==> config.mk <==
export PLATFORM = sky130hd
export DESIGN_NAME = skeleton_ram_capture_flat
export DESIGN_NICKNAME = d
export VERILOG_FILES = /design/src/rtl/skeleton_ram_capture_pkg.sv /design/src/rtl/skeleton_ram_capture_if.sv /design/src/rtl/skeleton_ram_capture_buffer_ram.sv /design/src/rtl/skeleton_ram_capture.sv /design/src/flat_wrapper.sv
export SDC_FILE = /design/constraint.sdc
export NUM_CORES = 2
export LEC_CHECK = 0
export BUFFER_PORTS_ARGS = -buffer_cell sky130_fd_sc_hd__buf_4
export CAP_MARGIN = 10
export CELL_PAD_IN_SITES_DETAIL_PLACEMENT = 1
export CELL_PAD_IN_SITES_GLOBAL_PLACEMENT = 2
export CORE_UTILIZATION = 36
export CTS_BUF_LIST = sky130_fd_sc_hd__clkbuf_8
export DETAILED_ROUTE_END_ITERATION = 6
export PLACE_DENSITY = 0.6
export SLEW_MARGIN = 20
export SYNTH_ARGS = -nofsm -noshare
export SYNTH_HDL_FRONTEND = slang
export SYNTH_SLANG_ARGS = --single-unit
==> constraint.sdc <==
create_clock -name clk_sys -period 3.65 [get_ports clk_sys]
set_input_delay 0.1825 -clock clk_sys [delete_from_list [all_inputs] [get_ports clk_sys]]
set_output_delay 0.1825 -clock clk_sys [all_outputs]
set_load 0.005 [all_outputs]
==> src/rtl/skeleton_ram_capture_pkg.sv <==
// Shared types and constants for the RAM/LUT skeleton capture block.
package skeleton_ram_capture_pkg;

  typedef enum logic [2:0] {
    StIdle,
    StArm,
    StStep,
    StWait,
    StSample,
    StFin
  } state_e;

  // Skeleton header layout, MSB first: TYPE[25:22] ADR_A[21:16] ADR_B[15:10] BW_A[9:5] BW_B[4:0].
  typedef struct packed {
    logic [3:0] head_type;
    logic [5:0] adr_a;
    logic [5:0] adr_b;
    logic [4:0] bw_a;
    logic [4:0] bw_b;
  } head_t;

  localparam logic [3:0] HeadTypeRam = 4'd3;

  function automatic logic [3:0] head_type_of(input head_t head);
    return head.head_type;
  endfunction

endpackage

==> src/rtl/skeleton_ram_capture_if.sv <==
// Link between the capture block (master) and one RAM/LUT skeleton instance (slave).
interface skeleton_ram_capture_if #(
  parameter int unsigned BitwidthSys  = 16,
  parameter int unsigned BitwidthHead = 32
);

  logic                    skel_en;
  logic                    skel_trgg;
  logic [BitwidthSys-1:0]  skel_data_in;
  logic [BitwidthHead-7:0] skel_head_in;
  logic                    skel_rdy;

  modport master (
    output skel_en,
    output skel_trgg,
    input  skel_data_in,
    input  skel_head_in,
    input  skel_rdy
  );

  modport slave (
    input  skel_en,
    input  skel_trgg,
    output skel_data_in,
    output skel_head_in,
    output skel_rdy
  );

endinterface

==> src/rtl/skeleton_ram_capture_buffer_ram.sv <==
// Simple dual-port capture RAM: synchronous write, registered read with 1-cycle latency.
module skeleton_ram_capture_buffer_ram #(
  parameter int unsigned BitwidthSys = 16,
  parameter int unsigned DepthLog2   = 8
) (
  input  logic                   clk_i,
  input  logic                   we_i,
  input  logic [DepthLog2-1:0]   waddr_i,
  input  logic [BitwidthSys-1:0] wdata_i,
  input  logic                   re_i,
  input  logic [DepthLog2-1:0]   raddr_i,
  output logic [BitwidthSys-1:0] rdata_o
);

  logic [BitwidthSys-1:0] mem_q [2**DepthLog2];
  logic [BitwidthSys-1:0] rdata_q;

  always_ff @(posedge clk_i) begin
    if (we_i) begin
      mem_q[waddr_i] <= wdata_i;
    end
    if (re_i) begin
      rdata_q <= mem_q[raddr_i];
    end
  end

  assign rdata_o = rdata_q;

endmodule

==> src/rtl/skeleton_ram_capture.sv <==
// Host-side reader for the RAM/LUT skeleton: steps the LUT, captures each word into a local
// buffer, then serves the captured words and the latched header to the host.
module skeleton_ram_capture
  import skeleton_ram_capture_pkg::*;
#(
  parameter int unsigned BitwidthSys  = 16,
  parameter int unsigned BitwidthHead = 32,
  parameter int unsigned DepthLog2    = 8,
  parameter int unsigned SkelLatency  = 1,
  parameter logic [3:0]  HeadType     = HeadTypeRam
) (
  input  logic                    clk_sys,
  input  logic                    rst,
  skeleton_ram_capture_if.master  skel,
  input  logic                    start,
  input  logic                    rd_req,
  output logic [BitwidthSys-1:0]  rd_data,
  output logic                    rd_valid,
  output logic [BitwidthHead-7:0] head_out,
  output logic [DepthLog2:0]      count,
  output logic                    busy,
  output logic                    done,
  output logic                    overflow,
  output logic                    err_head
);

  localparam logic [DepthLog2:0] CountFull = {1'b1, {DepthLog2{1'b0}}};
  localparam logic [DepthLog2:0] CountOne  = (DepthLog2+1)'(1);
  localparam logic [3:0]         LatLoad   = 4'(SkelLatency);

  state_e                  state_q, state_d;
  logic [3:0]              lat_cnt_q, lat_cnt_d;
  logic [DepthLog2:0]      count_q, count_d;
  logic [DepthLog2:0]      rd_ptr_q, rd_ptr_d;
  logic [BitwidthHead-7:0] head_q, head_d;
  logic                    skel_en_q, skel_en_d;
  logic                    done_q, done_d;
  logic                    overflow_q, overflow_d;
  logic                    err_head_q, err_head_d;
  logic                    rd_valid_q, rd_valid_d;
  logic                    rd_zero_q, rd_zero_d;
  logic                    ram_we;
  logic [BitwidthSys-1:0]  ram_rdata;

  assign busy = state_q inside {StArm, StStep, StWait, StSample};

  always_comb begin
    state_d    = state_q;
    lat_cnt_d  = lat_cnt_q;
    count_d    = count_q;
    rd_ptr_d   = rd_ptr_q;
    head_d     = head_q;
    skel_en_d  = skel_en_q;
    done_d     = done_q;
    overflow_d = overflow_q;
    err_head_d = err_head_q;
    rd_valid_d = 1'b0;
    rd_zero_d  = 1'b0;
    ram_we     = 1'b0;

    // Reads past the captured words, or during a run, return a valid zero word.
    if (rd_req) begin
      rd_valid_d = 1'b1;
      if (busy || (rd_ptr_q >= count_q)) begin
        rd_zero_d = 1'b1;
      end else begin
        rd_ptr_d = rd_ptr_q + CountOne;
      end
    end

    unique case (state_q)
      StIdle: begin
        if (start) begin
          head_d     = skel.skel_head_in;
          count_d    = '0;
          rd_ptr_d   = '0;
          overflow_d = 1'b0;
          err_head_d = 1'b0;
          done_d     = 1'b0;
          if (head_type_of(head_t'(skel.skel_head_in)) != HeadType) begin
            err_head_d = 1'b1;
            done_d     = 1'b1;
          end else begin
            state_d = StArm;
          end
        end
      end
      StArm: begin
        skel_en_d = 1'b1;
        state_d   = StStep;
      end
      StStep: begin
        lat_cnt_d = LatLoad;
        state_d   = StWait;
      end
      StWait: begin
        lat_cnt_d = lat_cnt_q - 4'd1;
        if (lat_cnt_q <= 4'd1) begin
          state_d = StSample;
        end
      end
      StSample: begin
        ram_we = 1'b1;
        if (count_q != CountFull) begin
          count_d = count_q + CountOne;
        end
        // RDY takes priority over a simultaneous buffer-full.
        if (skel.skel_rdy) begin
          state_d = StFin;
        end else if (count_d == CountFull) begin
          overflow_d = 1'b1;
          state_d    = StFin;
        end else begin
          state_d = StStep;
        end
      end
      StFin: begin
        skel_en_d = 1'b0;
        done_d    = 1'b1;
        state_d   = StIdle;
      end
      default: state_d = StIdle;
    endcase
  end

  always_ff @(posedge clk_sys or posedge rst) begin
    if (rst) begin
      state_q    <= StIdle;
      lat_cnt_q  <= '0;
      count_q    <= '0;
      rd_ptr_q   <= '0;
      head_q     <= '0;
      skel_en_q  <= 1'b0;
      done_q     <= 1'b0;
      overflow_q <= 1'b0;
      err_head_q <= 1'b0;
      rd_valid_q <= 1'b0;
      rd_zero_q  <= 1'b0;
    end else begin
      state_q    <= state_d;
      lat_cnt_q  <= lat_cnt_d;
      count_q    <= count_d;
      rd_ptr_q   <= rd_ptr_d;
      head_q     <= head_d;
      skel_en_q  <= skel_en_d;
      done_q     <= done_d;
      overflow_q <= overflow_d;
      err_head_q <= err_head_d;
      rd_valid_q <= rd_valid_d;
      rd_zero_q  <= rd_zero_d;
    end
  end

  skeleton_ram_capture_buffer_ram #(
    .BitwidthSys(BitwidthSys),
    .DepthLog2  (DepthLog2)
  ) u_buffer (
    .clk_i  (clk_sys),
    .we_i   (ram_we),
    .waddr_i(count_q[DepthLog2-1:0]),
    .wdata_i(skel.skel_data_in),
    .re_i   (rd_req),
    .raddr_i(rd_ptr_q[DepthLog2-1:0]),
    .rdata_o(ram_rdata)
  );

  assign skel.skel_en   = skel_en_q;
  assign skel.skel_trgg = (state_q == StStep);
  assign rd_data        = (rd_valid_q && !rd_zero_q) ? ram_rdata : '0;
  assign rd_valid       = rd_valid_q;
  assign head_out       = head_q;
  assign count          = count_q;
  assign done           = done_q;
  assign overflow       = overflow_q;
  assign err_head       = err_head_q;

endmodule

==> src/flat_wrapper.sv <==
// flat-port wrapper written by rule: the top's interface ports become plain ports
module skeleton_ram_capture_flat import skeleton_ram_capture_pkg::*;
#(
  parameter int unsigned BitwidthSys  = 16,
  parameter int unsigned BitwidthHead = 32,
  parameter int unsigned DepthLog2    = 8,
  parameter int unsigned SkelLatency  = 1,
  parameter logic [3:0]  HeadType     = HeadTypeRam
)
  (clk_sys, rst, start, rd_req, rd_data, rd_valid, head_out, count, busy, done, overflow, err_head, skel_skel_en, skel_skel_trgg, skel_skel_data_in, skel_skel_head_in, skel_skel_rdy);
  skeleton_ram_capture_if #(.BitwidthSys(BitwidthSys), .BitwidthHead(BitwidthHead)) skel_i ();
  input  logic clk_sys;
  input  logic rst;
  input  logic start;
  input  logic rd_req;
  output logic [BitwidthSys-1:0] rd_data;
  output logic rd_valid;
  output logic [BitwidthHead-7:0] head_out;
  output logic [DepthLog2:0] count;
  output logic busy;
  output logic done;
  output logic overflow;
  output logic err_head;
  output wire logic [$bits(skel_i.skel_en)-1:0] skel_skel_en;
  output wire logic [$bits(skel_i.skel_trgg)-1:0] skel_skel_trgg;
  input wire logic [$bits(skel_i.skel_data_in)-1:0] skel_skel_data_in;
  input wire logic [$bits(skel_i.skel_head_in)-1:0] skel_skel_head_in;
  input wire logic [$bits(skel_i.skel_rdy)-1:0] skel_skel_rdy;
  assign skel_skel_en = skel_i.skel_en;
  assign skel_skel_trgg = skel_i.skel_trgg;
  assign skel_i.skel_data_in = skel_skel_data_in;
  assign skel_i.skel_head_in = skel_skel_head_in;
  assign skel_i.skel_rdy = skel_skel_rdy;
  skeleton_ram_capture #(.BitwidthSys(BitwidthSys), .BitwidthHead(BitwidthHead), .DepthLog2(DepthLog2), .SkelLatency(SkelLatency), .HeadType(HeadType)) u_core (.clk_sys(clk_sys), .rst(rst), .skel(skel_i), .start(start), .rd_req(rd_req), .rd_data(rd_data), .rd_valid(rd_valid), .head_out(head_out), .count(count), .busy(busy), .done(done), .overflow(overflow), .err_head(err_head));
endmodule
---- Yosys cells after proc, flatten, opt, wreduce, memory -nomap -nowiden ----
Memories as Yosys holds them, arrays and structs flattened. A register that Yosys moved wholly into a read port is not among the register bits.
Cells that the tools add are included.
word-level totals
  memories kept ........................... 1
  logic and storage cells ................. 74
  bits in registers ....................... 57
  bits of input ports ..................... 47
  memory bits (writable) .................. 4096
  output and inout port bits .............. 58
cells by class
  reductions and logical operators ........ 14
  multiplexer cells ....................... 30
  equality and inequality tests ........... 13
  add/sub/neg operators ................... 3
  $lt $le $gt $ge ......................... 2
memories
  name                   words  bits a word  rd ports  clocked after memory_dff  write ports  line                                   source
  u_core.u_buffer.mem_q  256    16           1         1                         1            skeleton_ram_capture_buffer_ram.sv:15  logic [BitwidthSys-1:0] mem_q [2**DepthLog2];
operator list
  kind                   number
  $mux W9                7
  $add A9 B1 Y9 const B  2
  $pmux W9 S2            1
  $mux W16               1
  $mux W3                5
  $pmux W3 S5            1
  $mux W1                11
  $ne A2 B2 Y1 const B   5
  $eq A9 B9 Y1 const B   1
  $ge A9 B9 Y1           1
  $ne A9 B9 Y1 const B   1
  $pmux W4 S2            1
  $reduce_bool A2 Y1     4
  $eq A3 B2 Y1 const B   2
  $eq A3 B3 Y1 const B   2
  $pmux W1 S2            3
  $reduce_and A2 Y1      3
  $le A4 B1 Y1 const B   1
  $ne A4 B2 Y1 const B   1
  $reduce_and A4 Y1      1
  $reduce_bool A4 Y1     1
  $sub A4 B1 Y4 const B  1
  $eq A3 B1 Y1 const B   1
  $logic_not A3 Y1       1
  4 further kinds        4

---- Depth between registers and ports, before layout ----
  depth in word-level cells ............... 7
  depth in mapped cells ................... 15
  depth with buffers taken out ............ 10

---- Cells and area by module ----
A second synthesis with hierarchy kept.
unflattened totals
  cells, all modules ...................... 7716
  area, all modules ....................... 161912.8 µm²
modules (own cells, without submodules)
  module                           seq. area each (µm²)  instances  cells an instance  area each (µm²)
  skeleton_ram_capture_buffer_ram  123478.4              1          7360               158874.9
  skeleton_ram_capture             1426.4                1          356                3037.9

---- Least setup slack after synthesis ----
Ideal clock, no wire load.
  path kind ............................... reg-to-reg
  start ................................... register u_core.rd_ptr_q[0]
  end ..................................... register u_core.rd_ptr_q[7]
  data required time ...................... 3572 ps
  setup time .............................. 78 ps
  arrival time ............................ 3035 ps
  setup slack ............................. 537 ps
  period minus slack after synthesis ...... 3113 ps
  cell stages (with the launch flop) ...... 16
  cells stage by stage .................... dfrtp_1 buf_6 buf_12 buf_12 inv_2 clkbuf_1 ha_1 nand2b_1 a21o_1 a21oi_1 o21ai_0 a21oi_1 o211ai_1 clkbuf_1 or3_1 a21oi_1
between the ends
  cells in the longest elaborated chain, start to end .. 6
  elaborated cells on any way between the ends .. 7
  classes of those cells .................. 1 x add/sub; 1 x order compare; 4 x mux; 1 x reduce/logical
RTL lines
  item                          line                         source
  start, declared               skeleton_ram_capture.sv:34   logic [DepthLog2:0] rd_ptr_q, rd_ptr_d;
  start signal, assigned        skeleton_ram_capture.sv:143  rd_ptr_q <= rd_ptr_d;
  $ge A9 B9 Y1                  skeleton_ram_capture.sv:64   if (busy || (rd_ptr_q >= count_q)) begin
  $logic_or A1 B1 Y1            skeleton_ram_capture.sv:64
  $mux W9 *                     skeleton_ram_capture.sv:64
  $mux W9 *                     skeleton_ram_capture.sv:62   if (rd_req) begin
  $mux W9                       skeleton_ram_capture.sv:73   if (start) begin
  $mux W9 *                     skeleton_ram_capture.sv:71   unique case (state_q)
  named net u_core.rd_ptr_d[7]  skeleton_ram_capture.sv:34
The timed path passes the listed nets; every way through them passes the cells marked *.
A chain may end at the register's enable or synchronous reset.

==> flow_summary.toml <==
[global_route]
antenna_found_initial = 36
grt_usage_pct = 23.8
grt_max_degree = 136
grt_pass1_vias = 90500
grt_pass1_wl_mm = 749
grt_overflow = 0

[synthesis]
avgSynthCellArea_sq_um = 21.5
async_flop_share_pct = 1.37
synth_edf_count = 4112
synth_cell_type_count = 79
netlist_area_sq_mm = 0.161
yosys_warnings = 0
synth.yosys.seq_area_share_pct = 77.4
syn_inst = 7514
synth.net_count = 7577
synth_seq_cells = 4169
ys.flop_type = "edfxtp_1"

[routing]
wl_per_cell_um = 35.2
drt_iter0_drc = 10300
ant_nets = 0
drtPass1Iterations = 5
drt-total-wl_mm = 547
drc = 0
dr_total_vias = 87500
vias_per_cell = 5.62

[final_layout]
drive_above_1_share_pct = 32.6
syn_to_final_growth_pct = 19.0
final_nets = 9148

[clocking]
cts_tree = "yes"
clk_latency_ns = 1.29
clk_pin_slew_ns = 0.07
clk_path_buf_depth = 4
htreeDepth = 6
cts_made_buffers = 691
cts.sinks = 4169
clockRootBuffer = "clkbuf_8"

[sta]
fmax_mhz = 276
setup_ws_ns = 0.0315
min_period_over_period_pct = 99.1
worst_slew_margin_rel_pct = 16.1
grt_setup_unrepaired = "yes"
fin_tns_setup_ns = 0
slew_violations = 0
skew_ns = 0.0816
min_period_ns = 3.62
final-hold-violation-count = 0
setup-violations-final = 0
worst_pin_slew_ns = 1.26

[placed_design]
place_congestion = 0.844
post-dp-hpwl_mm = 340
port-buffer-count = 104
post-place-ws_ns = -0.403

[floorplanning]
die_w_um = 672
core_area_sq_mm = 0.446
start_util_pct = 36.2
die_y_um = 672
ioPinCount = 105
rows = 245
dieArea_sq_mm = 0.451

[outcome]
outcome = "finished, final reports clean"

[worst_setup_path]
crit_arrival_ns = 4.61
worst-endpoint-required_ns = 4.64
cp-end-kind = "flop"
critPathMaxFanout = 19
crit_type = "reg -> reg"
start_kind = "flop"

[power_and_ir_drop]
p_per_area_mw_per_mm2 = 620
p_total_w = 0.119
power.leakage_nw = 61.6
vdd_drop_max_mv = 0.352

[min_path]
hold_class = "in -> reg"

[job]
maxCapViolCount = 0
## kinds of logic after synthesis
logic type | synth area share, %
adder cells (fa/ha/maj) | 0.124
AO/OA/AOI/OAI | 3.59
AND/OR/NAND/NOR | 2.08
multiplexers | 14.9
XOR/XNOR | 0.0271
flip-flops | 77.4
buffers and inverters | 1.93
## final cells by class
| class | instances | area, sq um |
|---|---|---|
| Timing Repair Buffer | 1325 | 12600 |
| Inverter | 18 | 75.1 |
| Tap cell | 5928 | 7420 |
| Fill cell | 41900 | 254000 |
| Sequential cell | 4169 | 125000 |
| Clock inverter | 532 | 3080 |
| Antenna cell | 13 | 32.5 |
| Clock buffer | 698 | 9610 |
| Multi-Input combinational cell | 2880 | 34300 |
## what timing repair did
action,in CTS,in global routing
resized for setup,41,29
pin swaps,5,4
setup endpoints to repair,15,15
gates cloned,1,0
setup buffers,2,2
endpoints found under the hold margin,4104,37
hold buffers,129,2
## cells in the mapped netlist, types with 17 or more instances
cell type | instances | area [sq um]
a211oi_1 | 48 | 360
a21oi_1 | 125 | 626
a221oi_1 | 75 | 657
a22o_1 | 41 | 359
a22oi_1 | 197 | 1480
a31oi_1 | 27 | 169
and2_1 | 30 | 188
buf_2 | 139 | 696
buf_4 | 48 | 360
buf_6 | 54 | 608
buf_8 | 23 | 345
clkbuf_1 | 144 | 541
dfrtp_1 | 57 | 1430
edfxtp_1 | 4112 | 123000
mux2_2 | 22 | 248
mux2i_1 | 362 | 3620
mux4_1 | 77 | 2020
mux4_2 | 805 | 18100
nand2_1 | 222 | 833
nand2b_1 | 17 | 106
nand3_1 | 77 | 385
nor2_1 | 314 | 1180
nor2b_1 | 21 | 131
nor3_1 | 44 | 220
o211ai_1 | 19 | 143
o21ai_0 | 98 | 490
o221ai_1 | 27 | 236
o22ai_1 | 68 | 425
## critical path, cell delays in order (launching register included)
cell and delay [ns]:
dfrtp_4 0.53, buf_12 0.18, buf_12 0.21, buf_4 0.29
mux4_2 0.54, a2111oi_2 0.59, a211oi_2 0.23, buf_4 0.21
o41ai_4 0.39, o32ai_1 0.13
## registers in the layout, summed over array words and instances, names as in the netlist
register	cells
u_core.u_buffer.mem_q	4096
u_core.head_out	26
u_core.u_buffer.rdata_o	16
u_core.count	9
u_core.rd_ptr_q	9
u_core.lat_cnt_q	4
u_core.state_q	3
u_core.done	1
u_core.err_head	1
u_core.overflow	1
u_core.rd_valid	1
u_core.rd_zero_q	1
u_core.skel.skel_en	1
## cell usage in the layout (no fill, tap or decap), types with 14 or more instances in the layout
master / netlist / layout
buf_12: 16 / 160
clkinv_2: 0 / 73
ha_1: 16 / 16
o211ai_1: 19 / 19
a22oi_1: 197 / 196
clkinv_8: 0 / 15
a22o_1: 41 / 41
clkinv_1: 0 / 165
mux4_2: 805 / 805
nor3_1: 44 / 31
buf_8: 23 / 16
nor2_1: 314 / 153
mux2_2: 22 / 22
o22ai_1: 68 / 67
inv_1: 16 / 236
nor2_2: 1 / 159
mux2i_1: 362 / 360
nand2_1: 222 / 217
a31oi_1: 27 / 26
mux4_1: 77 / 77
o21ai_0: 98 / 93
dlygate4sd3_1: 0 / 128
and2_1: 30 / 28
bufinv_16: 0 / 19
buf_4: 48 / 1007
edfxtp_1: 4112 / 4112
clkbuf_8: 6 / 699
dfrtp_1: 57 / 49
nand3_1: 77 / 65
o221ai_1: 27 / 27
a221oi_1: 75 / 69
inv_8: 0 / 14
a21oi_1: 125 / 120
nand2b_1: 17 / 15
a211oi_1: 48 / 41
## routing by layer
layer	track usage (%)	share of wire (%)	routed length [um]	up-vias
li1	-	-	-	35000
met1	33.4	42	233000	48100
met2	38.4	47	260000	3629
met3	3.66	6.8	37200	804
met4	7.36	3.3	17900	2
met5	0	0.0024	13	-
## power breakdown
| group | switching (W) | total (W) | internal [W] |
|---|---|---|---|
| clock | 0.0195 | 0.0388 | 0.0193 |
| sequential | 0.000309 | 0.0532 | 0.0529 |
| combinational | 0.0145 | 0.0270 | 0.0125 |
## path summary, 6_finish.rpt
| check | from | cells past startpoint | endpoint | slack [ns] |
|---|---|---|---|---|
| min in group asynchronous | rst | 4 | u_core.head_out[3]$_DFFE_PP0P_ | 0.22 |
| max in group asynchronous | rst | 5 | u_core.rd_ptr_q[2]$_DFF_PP0_ | 2.43 |
| worst min-delay path | skel_skel_data_in[9] | 2 | u_core.u_buffer.mem_q[210][9]$_DFFE_PP_ | 0.06 |
| worst max-delay path | u_core.rd_ptr_q[0]$_DFF_PP0_ | 9 | u_core.u_buffer.rdata_o[11]$_DFFE_PP_ | 0.03 |
| worst min register to register | u_core.err_head$_DFFE_PP0P_ | 2 | u_core.err_head$_DFFE_PP0P_ | 0.49 |
| worst max register to register | u_core.rd_ptr_q[0]$_DFF_PP0_ | 9 | u_core.u_buffer.rdata_o[11]$_DFFE_PP_ | 0.03 |
## per-stage QoR
stage          utilization [%]  hold slack, ns  instances  instance area (sq um)
6_report                  43.1          0.0574      15600                 192000
5_1_grt                   43.1          0.0366      15600                 192000
4_1_cts                   43.0          0.0160      15500                 192000
3_5_place_dp              39.8           0.370      14200                 177000
3_3_place_gp              39.8           0.351      14200                 177000
2_1_floorplan                -           0.214       7514                 161000
Note: power is estimated with default switching activity, not from simulation.
